--- src/rtl/mul_pipe.sv ---
// mul_pipe: fully pipelined RV-M multiplier (MUL/MULH/MULHSU/MULHU).
// Radix-4 partial products are registered on accept. A registered binary
// reduction tree follows, and the last level adds, negates and selects the
// result half. Latency is LAT = log2(WIDTH/2) cycles, with one op per cycle.
//
// Optional feature macro: MUL_MIXED_SIGN_EN
//   defined   : op 10 (MULHSU) treats s as signed and t as unsigned.
//   undefined : op 01 alone is signed; op 10 behaves as op 11 (MULHU).
//
// Ports:
//   clk, rstn            clock, asynchronous active-low reset
//   flush                drop all in-flight operations (synchronous)
//   in_valid / in_ready  input handshake (in_ready is combinational)
//   op, s_in, t_in       operation select, multiplicand, multiplier
//   tag_in / tag_out     tag carried alongside each operation
//   out_valid/out_ready  output handshake
//   result, product      selected half and full 2*WIDTH product
module mul_pipe #(
  parameter int unsigned WIDTH = 32,
  parameter int unsigned TAG_W = 5
) (
  input  logic               clk,
  input  logic               rstn,
  input  logic               flush,
  input  logic               in_valid,
  output logic               in_ready,
  input  logic [1:0]         op,
  input  logic [WIDTH-1:0]   s_in,
  input  logic [WIDTH-1:0]   t_in,
  input  logic [TAG_W-1:0]   tag_in,
  output logic               out_valid,
  input  logic               out_ready,
  output logic [WIDTH-1:0]   result,
  output logic [2*WIDTH-1:0] product,
  output logic [TAG_W-1:0]   tag_out
);

  localparam int unsigned NPP   = WIDTH / 2;
  localparam int unsigned LAT   = $clog2(NPP);
  localparam int unsigned PW    = 2 * WIDTH;
  localparam int unsigned NNODE = 2 * NPP - 2;

  // Tree nodes of all registered levels are packed back to back; this gives
  // the first node index of level k (level 0 holds the partial products).
  function automatic int unsigned lvl_off(input int unsigned k);
    return 2 * NPP - 2 * (NPP >> k);
  endfunction

  localparam int unsigned LAST = lvl_off(LAT - 1);

  logic               w_stall;
  logic               w_s_signed;
  logic               w_t_signed;
  logic               w_s_neg;
  logic               w_t_neg;
  logic [WIDTH-1:0]   w_s_mag;
  logic [WIDTH-1:0]   w_t_mag;
  logic [PW-1:0]      w_s_ext;
  logic [PW-1:0]      w_pp [NPP];
  logic [PW-1:0]      w_sum;
  logic [PW-1:0]      w_prod;

  logic [LAT:0]       r_vld;
  logic [LAT-1:0]     r_hi;
  logic [LAT-1:0]     r_neg;
  logic [TAG_W-1:0]   r_tag [LAT];
  logic [PW-1:0]      r_node [NNODE];
  logic [PW-1:0]      r_product;
  logic [WIDTH-1:0]   r_result;
  logic [TAG_W-1:0]   r_tag_out;

  // Whole pipeline freezes while the output is presented but not taken.
  assign w_stall  = r_vld[LAT] && !out_ready;
  assign in_ready = !w_stall && !flush;

  // Operand signedness.
`ifdef MUL_MIXED_SIGN_EN
  assign w_s_signed = (op == 2'b01) || (op == 2'b10);
  assign w_t_signed = (op == 2'b01);
`else
  assign w_s_signed = (op == 2'b01);
  assign w_t_signed = w_s_signed;
`endif

  // Magnitudes; the most negative value maps onto 2^(WIDTH-1) unsigned.
  assign w_s_neg = w_s_signed && s_in[WIDTH-1];
  assign w_t_neg = w_t_signed && t_in[WIDTH-1];
  assign w_s_mag = w_s_neg ? (~s_in + WIDTH'(1)) : s_in;
  assign w_t_mag = w_t_neg ? (~t_in + WIDTH'(1)) : t_in;
  assign w_s_ext = {{WIDTH{1'b0}}, w_s_mag};

  // Radix-4 partial products, unshifted; weight of w_pp[i] is 4^i.
  always_comb begin
    for (int unsigned i = 0; i < NPP; i++) begin
      w_pp[i] = (w_t_mag[2*i]   ? w_s_ext         : '0)
              + (w_t_mag[2*i+1] ? (w_s_ext << 1)  : '0);
    end
  end

  // Final tree level: last addition, sign fix-up.
  assign w_sum  = r_node[LAST] + (r_node[LAST+1] << NPP);
  assign w_prod = r_neg[LAT-1] ? (~w_sum + PW'(1)) : w_sum;

  // Datapath and side-band registers; contents are don't-care when invalid.
  always_ff @(posedge clk) begin
    if (!w_stall) begin
      for (int unsigned i = 0; i < NPP; i++) begin
        r_node[i] <= w_pp[i];
      end
      for (int unsigned k = 1; k < LAT; k++) begin
        for (int unsigned j = 0; j < (NPP >> k); j++) begin
          r_node[lvl_off(k) + j] <= r_node[lvl_off(k-1) + 2*j]
                                  + (r_node[lvl_off(k-1) + 2*j + 1] << (1 << k));
        end
      end
      r_hi[0]  <= (op != 2'b00);
      r_neg[0] <= w_s_neg ^ w_t_neg;
      r_tag[0] <= tag_in;
      for (int unsigned k = 1; k < LAT; k++) begin
        r_hi[k]  <= r_hi[k-1];
        r_neg[k] <= r_neg[k-1];
        r_tag[k] <= r_tag[k-1];
      end
    end
  end

  // Valid chain and output stage.
  always_ff @(posedge clk or negedge rstn) begin
    if (!rstn) begin
      r_vld     <= '0;
      r_product <= '0;
      r_result  <= '0;
      r_tag_out <= '0;
    end else begin
      if (flush) begin
        r_vld <= '0;
      end else if (!w_stall) begin
        r_vld <= {r_vld[LAT-1:0], in_valid};
      end
      if (!w_stall && r_vld[LAT-1]) begin
        r_product <= w_prod;
        r_result  <= r_hi[LAT-1] ? w_prod[PW-1:WIDTH] : w_prod[WIDTH-1:0];
        r_tag_out <= r_tag[LAT-1];
      end
    end
  end

  assign out_valid = r_vld[LAT];
  assign product   = r_product;
  assign result    = r_result;
  assign tag_out   = r_tag_out;

endmodule

--- config.mk ---
export PLATFORM = sky130hd
export DESIGN_NAME = mul_pipe
export DESIGN_NICKNAME = d
export VERILOG_FILES = /design/src/rtl/mul_pipe.sv
export SDC_FILE = /design/constraint.sdc
export NUM_CORES = 2
export LEC_CHECK = 0
export CORE_MARGIN = 8
export CORE_UTILIZATION = 40
export CTS_BUF_LIST = sky130_fd_sc_hd__clkbuf_16
export DETAILED_ROUTE_END_ITERATION = 12
export PLACE_DENSITY = 0.52
export RECOVER_POWER = 100
export SKIP_LAST_GASP = 1
export SLEW_MARGIN = 20
export SYNTH_ARGS = -nofsm -noshare
export SYNTH_HDL_FRONTEND = slang
export SYNTH_SLANG_ARGS = --single-unit
export TNS_END_PERCENT = 100
--- constraint.sdc ---
create_clock -name clk -period 49.9 [get_ports clk]
set_input_delay 9.98 -clock clk [delete_from_list [all_inputs] [get_ports clk]]
set_output_delay 9.98 -clock clk [all_outputs]
set_load 0.005 [all_outputs]
After elaboration in Yosys (flattened, before gate mapping):

Memories as Yosys holds them, arrays and structs flattened. A register that Yosys moved wholly into a read port is not among the register bits.
Cells that the tools add are included.

* register bits: 109
* memory bits (writable): 1940
* output and inout bits: 103
* logic and storage cells: 96
* memories kept: 2

* add/subtract/negate cells: 34
* equal/unequal tests: 2
* mux-type cells: 39
* bitwise logic cells: 4
* reductions and logical operators: 10

Memories
* r_node: words 30, width 64, rd ports 30, clocked after memory_dff 0, wr ports 30, line 67 `logic [PW-1:0] r_node [NNODE];`
* r_tag: words 4, width 5, rd ports 4, clocked after memory_dff 1, wr ports 4, line 66 `logic [TAG_W-1:0] r_tag [LAT];`

Operator list (number)
* adder 64 bit: 15
* two-way mux 32 bit: 19
* adder 32 x 33 -> 34 bit: 16
* two-way mux 33 bit: 16
* adder 32 x 1 -> 32 bit, second input constant: 2
* adder 64 x 1 -> 64 bit, second input constant: 1
* two-way mux 64 bit: 1
* NOT 32 bit: 2
* NOT 64 bit: 1
* two-way mux 5 bit: 2
* logical AND 1 bit: 5
* logical NOT 1 bit: 4
* == test 2 x 1 -> 1 bit, second input constant: 1
* inequality test 2 bit, second input constant: 1
* nonzero test 2 bit: 1
* two-way mux 1 bit: 1
* XOR 1 bit: 1

Depth between registers and ports, before layout:

An unclocked memory read counts as a cell.

* depth in word-level cells: 6
* gate-level depth with buffers: 28

Least setup slack after synthesis:

OpenSTA, ideal clock, no wires.

* path type: input -> register
* start point: input out_ready
* end point: register r_result[24], in the netlist result[24]
* arrival: 36.721 ns
* slack: 13.108 ns
* stages: 6
* cell sequence: nor2b_1 clkbuf_1 inv_1 nand2_1 or4_1 nand3_1

* longest elaborated chain between the ends: 4

Ends and longest elaborated chain
* from (decl): line 32 `input logic out_ready,`
* logical NOT 1 bit: line 73 `assign w_stall = r_vld[LAT] && !out_ready;`
* logical AND 1 bit: line 73
* logical NOT 1 bit: line 140 `if (!w_stall && r_vld[LAT-1]) begin`
* logical AND 1 bit: line 140
* to (signal assigned): line 142 `r_result <= r_hi[LAT-1] ? w_prod[PW-1:WIDTH] : w_prod[WIDTH-1:0];`
* to (decl): line 69 `logic [WIDTH-1:0] r_result;`

No other way between the ends.
A chain may end at the register's enable or synchronous reset.

==> impl_results.html <==
<table>
<tr><th>Metric</th><th>Value</th></tr>
<tr><th colspan="2">Drt</th></tr>
<tr><td>Vias</td><td>71500</td></tr>
<tr><td>Initial DRC Count</td><td>5034</td></tr>
<tr><td>Number of nets with antenna violations after routing</td><td>1</td></tr>
<tr><td>Total Wirelength</td><td>270000 um</td></tr>
<tr><td>First-pass iteration count of the detailed router</td><td>5</td></tr>
<tr><td>DRC viols</td><td>0</td></tr>
<tr><td>Mean number of vias per cell</td><td>5.52</td></tr>
<tr><td>Detail-routed net length per standard cell</td><td>20.8 um</td></tr>
<tr><th colspan="2">Power and ir drop</th></tr>
<tr><td>Worst IR Drop VDD</td><td>0.0000408 V</td></tr>
<tr><td>Psw</td><td>2640 uW</td></tr>
<tr><td>Cell internal power dissipation</td><td>3620 uW</td></tr>
<tr><td>Leak Pwr</td><td>0.0452 uW</td></tr>
<tr><td>Part of the total power dissipated in sequential elements</td><td>30.8%</td></tr>
<tr><td>Portion of total power attributed to the clock network</td><td>17.4%</td></tr>
<tr><td>Switch share</td><td>42.2%</td></tr>
<tr><td>Ratio of total power to cell area</td><td>61.3 mW/mm2</td></tr>
<tr><td>Combinational fraction of design power</td><td>51.8%</td></tr>
<tr><th colspan="2">Timing</th></tr>
<tr><td>Highest clock frequency the design can meet</td><td>35.8 MHz</td></tr>
<tr><td>Clk_skew</td><td>0.0283 ns</td></tr>
<tr><td>Final Hold Slack</td><td>0.408 ns</td></tr>
<tr><td>Slew Viols, Final</td><td>1988</td></tr>
<tr><td>Headroom to the max-slew limit</td><td>-444%</td></tr>
<tr><td>Final period demand of the worst path</td><td>27.91 ns</td></tr>
<tr><td>Final-layout setup total negative slack</td><td>0 ns</td></tr>
<tr><td>RSZ-0062 raised after global routing</td><td>false</td></tr>
<tr><td>Tcrit/Tclk final</td><td>55.9%</td></tr>
<tr><td>Actual transition at the worst max-transition pin</td><td>8.16 ns</td></tr>
<tr><td>Number of setup violations in the final report</td><td>0</td></tr>
<tr><td>Final hold violation count</td><td>0</td></tr>
<tr><th colspan="2">Floorplan</th></tr>
<tr><td>Height of the die</td><td>494 um</td></tr>
<tr><td>Die Outline Area</td><td>0.244 mm2</td></tr>
<tr><td>Number of top-level design ports</td><td>179</td></tr>
<tr><td>Horizontal extent of the die</td><td>494 um</td></tr>
<tr><td># rows</td><td>175</td></tr>
<tr><td>Initial core utilization</td><td>40.2%</td></tr>
<tr><td>Core ar.</td><td>0.227 mm2</td></tr>
<tr><th colspan="2">Placed design</th></tr>
<tr><td>Half-perimeter wire length after placement</td><td>206000 um</td></tr>
<tr><td>Cell count after placement</td><td>12700</td></tr>
<tr><td>Count of buffers inserted at the top-level ports</td><td>178</td></tr>
<tr><td>Gp weighted congestion</td><td>0.898</td></tr>
<tr><th colspan="2">Setup path</th></tr>
<tr><td>Critical-path cell with the highest stage delay</td><td>clkbuf_1</td></tr>
<tr><td>RR Endpoint</td><td>r_node[1][154]$_DFFE_PN_</td></tr>
<tr><td>Kind of start point of the critical path</td><td>input pin</td></tr>
<tr><td>Kind of critical path</td><td>input pin to flip-flop</td></tr>
<tr><td>Critical path fanouts, max</td><td>151</td></tr>
<tr><td>Crit end category</td><td>flip-flop</td></tr>
<tr><td>Register-to-Register Setup Slack</td><td>31.24 ns</td></tr>
<tr><td>Required @ worst endpoint</td><td>50.20 ns</td></tr>
<tr><td>Startpoint of the most critical register-to-register path</td><td>r_vld[4]$_DFFE_PN0P_</td></tr>
<tr><td>Critical path arrival</td><td>28.21 ns</td></tr>
<tr><td>Cell breakdown of the critical path</td><td>dlygate4sd3_1 -&gt; nor2b_1 -&gt; clkinvlp_2 -&gt; clkbuf_1 -&gt; clkbuf_1 -&gt; clkbuf_1 -&gt; clkbuf_1</td></tr>
<tr><td>Critical Path Most Common Cell</td><td>clkbuf_1</td></tr>
<tr><td>Cells on worst reg2reg path</td><td>6</td></tr>
<tr><td>Maximum single-stage delay on the critical path</td><td>5.56 ns</td></tr>
<tr><th colspan="2">Layout</th></tr>
<tr><td>Filler Cells Inserted</td><td>21400</td></tr>
<tr><td>Final standard cell count with taps included and fillers excluded</td><td>12900</td></tr>
<tr><td>Number of nets in the layout</td><td>10900</td></tr>
<tr><td>Storage element area</td><td>0.0366 mm2</td></tr>
<tr><td>Fraction of layout cells with a size suffix above 1</td><td>4.29%</td></tr>
<tr><td>Synthesis-to-finish area growth</td><td>11.7%</td></tr>
<tr><td>Area of combinational cells with multiple inputs</td><td>0.0530 mm2</td></tr>
<tr><th colspan="2">Synth</th></tr>
<tr><td>Fraction of registers with async set/reset</td><td>8.56%</td></tr>
<tr><td>Share of synthesized area occupied by flip-flops and latches</td><td>40.1%</td></tr>
<tr><td>Most numerous cell in the Yosys netlist</td><td>nor2_1</td></tr>
<tr><td>Post-synth top area share</td><td>37.2%</td></tr>
<tr><td>Number of enable flip-flop cells after synthesis</td><td>1132</td></tr>
<tr><td>Number of warnings reported in the yosys synthesis log</td><td>0</td></tr>
<tr><td>Gate count after technology mapping</td><td>9631</td></tr>
<tr><td>Primary flip-flop cell chosen by synthesis mapping</td><td>edfxtp_1</td></tr>
<tr><td>Number of distinct standard cells referenced by the synthesized netlist</td><td>87</td></tr>
<tr><td>Synthesized area</td><td>0.0913 mm2</td></tr>
<tr><td>Largest area contributor in the synthesized netlist</td><td>edfxtp_1</td></tr>
<tr><td>Most frequent cells after synthesis</td><td>nor2_1, edfxtp_1, ha_1</td></tr>
<tr><td>Synth area leaders</td><td>edfxtp_1, ha_1, nor2_1, xnor2_1, a21oi_1</td></tr>
<tr><td>Mean post-synth cell area</td><td>9.48 um2</td></tr>
<tr><td>Synthesized netlist net count</td><td>10700</td></tr>
<tr><td>Count of state elements after synthesis</td><td>1238</td></tr>
<tr><th colspan="2">Global route</th></tr>
<tr><td>First-pass GRT wire length</td><td>406000 um</td></tr>
<tr><td>Maximum number of pins on one net before global-route repair</td><td>153</td></tr>
<tr><td>Via count of the first global-routing pass</td><td>68800</td></tr>
<tr><td>GR Overflow Total</td><td>0</td></tr>
<tr><td>Antenna violations before repair</td><td>33</td></tr>
<tr><td>Total Routing Usage GR</td><td>21.4%</td></tr>
<tr><th colspan="2">Hold path</th></tr>
<tr><td>Worst hold path stage count</td><td>0</td></tr>
<tr><td>Endpoint of the worst hold-timing path</td><td>r_node[1][576]$_DFFE_PN_</td></tr>
<tr><td>Worst hold path startpoint</td><td>r_node[1][128]$_DFFE_PN_</td></tr>
<tr><td>Worst hold-check path type</td><td>flip-flop to flip-flop</td></tr>
<tr><th colspan="2">Clocking</th></tr>
<tr><td>Depth of the CTS H-tree</td><td>4</td></tr>
<tr><td>Register clock-pin slew on the reported worst setup and hold paths</td><td>0.06 ns</td></tr>
<tr><td>Clk buf depth</td><td>3</td></tr>
<tr><td>Hold buffer count at CTS</td><td>0</td></tr>
<tr><td>CTS Buf Count</td><td>151</td></tr>
<tr><td>Count of cells resized by post-cts repair</td><td>0</td></tr>
<tr><td>Number of clock sinks</td><td>1238</td></tr>
<tr><td>Number of post-CTS setup repair buffers</td><td>0</td></tr>
<tr><td>Root Buffer</td><td>clkbuf_16</td></tr>
<tr><td>Clock tree from TritonCTS</td><td>yes</td></tr>
<tr><td>Later-pin clock latency in the skew report</td><td>0.80 ns</td></tr>
<tr><th colspan="2">Run</th></tr>
<tr><td>Max-cap check violation count</td><td>34</td></tr>
<tr><th colspan="2">Run status</th></tr>
<tr><td>Run status</td><td>finished, violations left</td></tr>
<tr><td>Violated checks</td><td>antenna rules, capacitance limit, slew limit</td></tr>
</table>
## area by class of cell
| class | instances | area share (%) |
|---|---|---|
| antenna | 13 | 0.0319 |
| clock buffer | 156 | 3.83 |
| clock inverter | 118 | 0.915 |
| inverter | 333 | 1.23 |
| multi-input combinational | 7795 | 52.0 |
| sequential | 1238 | 35.9 |
| tap | 3009 | 3.69 |
| timing repair buffer | 277 | 2.36 |
## how the worst max path moves through the flow
stage / from / end / slack, ns / cells past startpoint
after floorplan: out_ready / result[24]$_DFFE_PN0P_ / 13.11 / 6
after global placement: out_ready / in_ready / 28.34 / 4
after detailed placement: out_ready / in_ready / 28.35 / 4
after CTS: out_ready / in_ready / 28.35 / 4
after global routing: out_ready / r_node[1][200]$_DFFE_PN_ / 19.95 / 7
final: out_ready / r_node[1][154]$_DFFE_PN_ / 21.99 / 7
## worst max-delay path, delay by kind of cell
family                 cells  cell delay [ns]
buffers and inverters      6            17.70
AND/OR/NAND/NOR            1             0.11
## logic make-up after synthesis
family	Yosys count	share of synthesized area, %
XOR/XNOR	973	9.33
adder cells (fa/ha/maj)	1021	14.2
AND/OR/NAND/NOR	3182	15.5
buffers and inverters	598	2.46
flip-flops	1238	40.1
AO/OA/AOI/OAI	2602	18.2
multiplexers	17	0.195
## power by group through the flow
stage | combinational [uW] | sequential, uW | clock [uW]
after global placement | 3210 | 1950 | 0
after detailed placement | 3240 | 1950 | 0
after floorplan | 2300 | 1820 | 0
after global routing | 3580 | 1960 | 1150
after CTS | 3260 | 1940 | 1110
final | 3240 | 1930 | 1090
## through the flow
stage | area, um2 | total power, uW | utilization (%) | worst slack [ns]
final | 102000 | 6250 | 44.9 | 21.99
after global routing | 102000 | 6690 | 44.9 | 19.95
after CTS | 102000 | 6310 | 45.0 | 28.35
after detailed placement | 97300 | 5200 | 42.8 | 28.35
after global placement | 97200 | 5160 | 42.8 | 28.34
after floorplan | 91300 | 4110 | - | 13.11
## routing by layer
layer	vias to the layer above	global-route usage [%]	share of wire, %
li1	35300	-	-
met4	2	8.23	4.2
met2	1694	36.0	46
met3	394	2.57	4.8
met1	34000	28.2	45
met5	-	0	0.0048
## placed cells by master, fill, tap and decap left out, drive strengths merged, types with 48 or more instances in the layout
cell / Yosys / layout
o31ai: 49 / 49
a21boi: 51 / 51
edfxtp: 1132 / 1132
clkbuf: 253 / 191
and2: 48 / 48
clkinv: 1 / 68
o21ai: 541 / 541
xnor2: 701 / 701
buf: 12 / 65
nor2b: 128 / 128
xor2: 272 / 272
dlygate4sd3: 0 / 112
o21bai: 133 / 133
clkdlybuf4s50: 0 / 65
nor2: 1668 / 1668
a31oi: 69 / 69
nand4: 63 / 63
a21oi: 813 / 813
o21a: 114 / 114
ha: 990 / 990
dfrtp: 106 / 106
nand2: 553 / 553
and3: 97 / 97
a211oi: 79 / 79
nand2b: 130 / 130
inv: 332 / 363
nand3: 164 / 164
nor3: 157 / 157
a21o: 427 / 427
## sequential cells by signal, indices dropped and copies added, names as in the netlist
signal,count
r_neg,4
r_node,1104
result,32
tag_out,5
r_vld,5
product,64
r_hi,4
r_tag,20
Power figures use the tool's default switching activity.
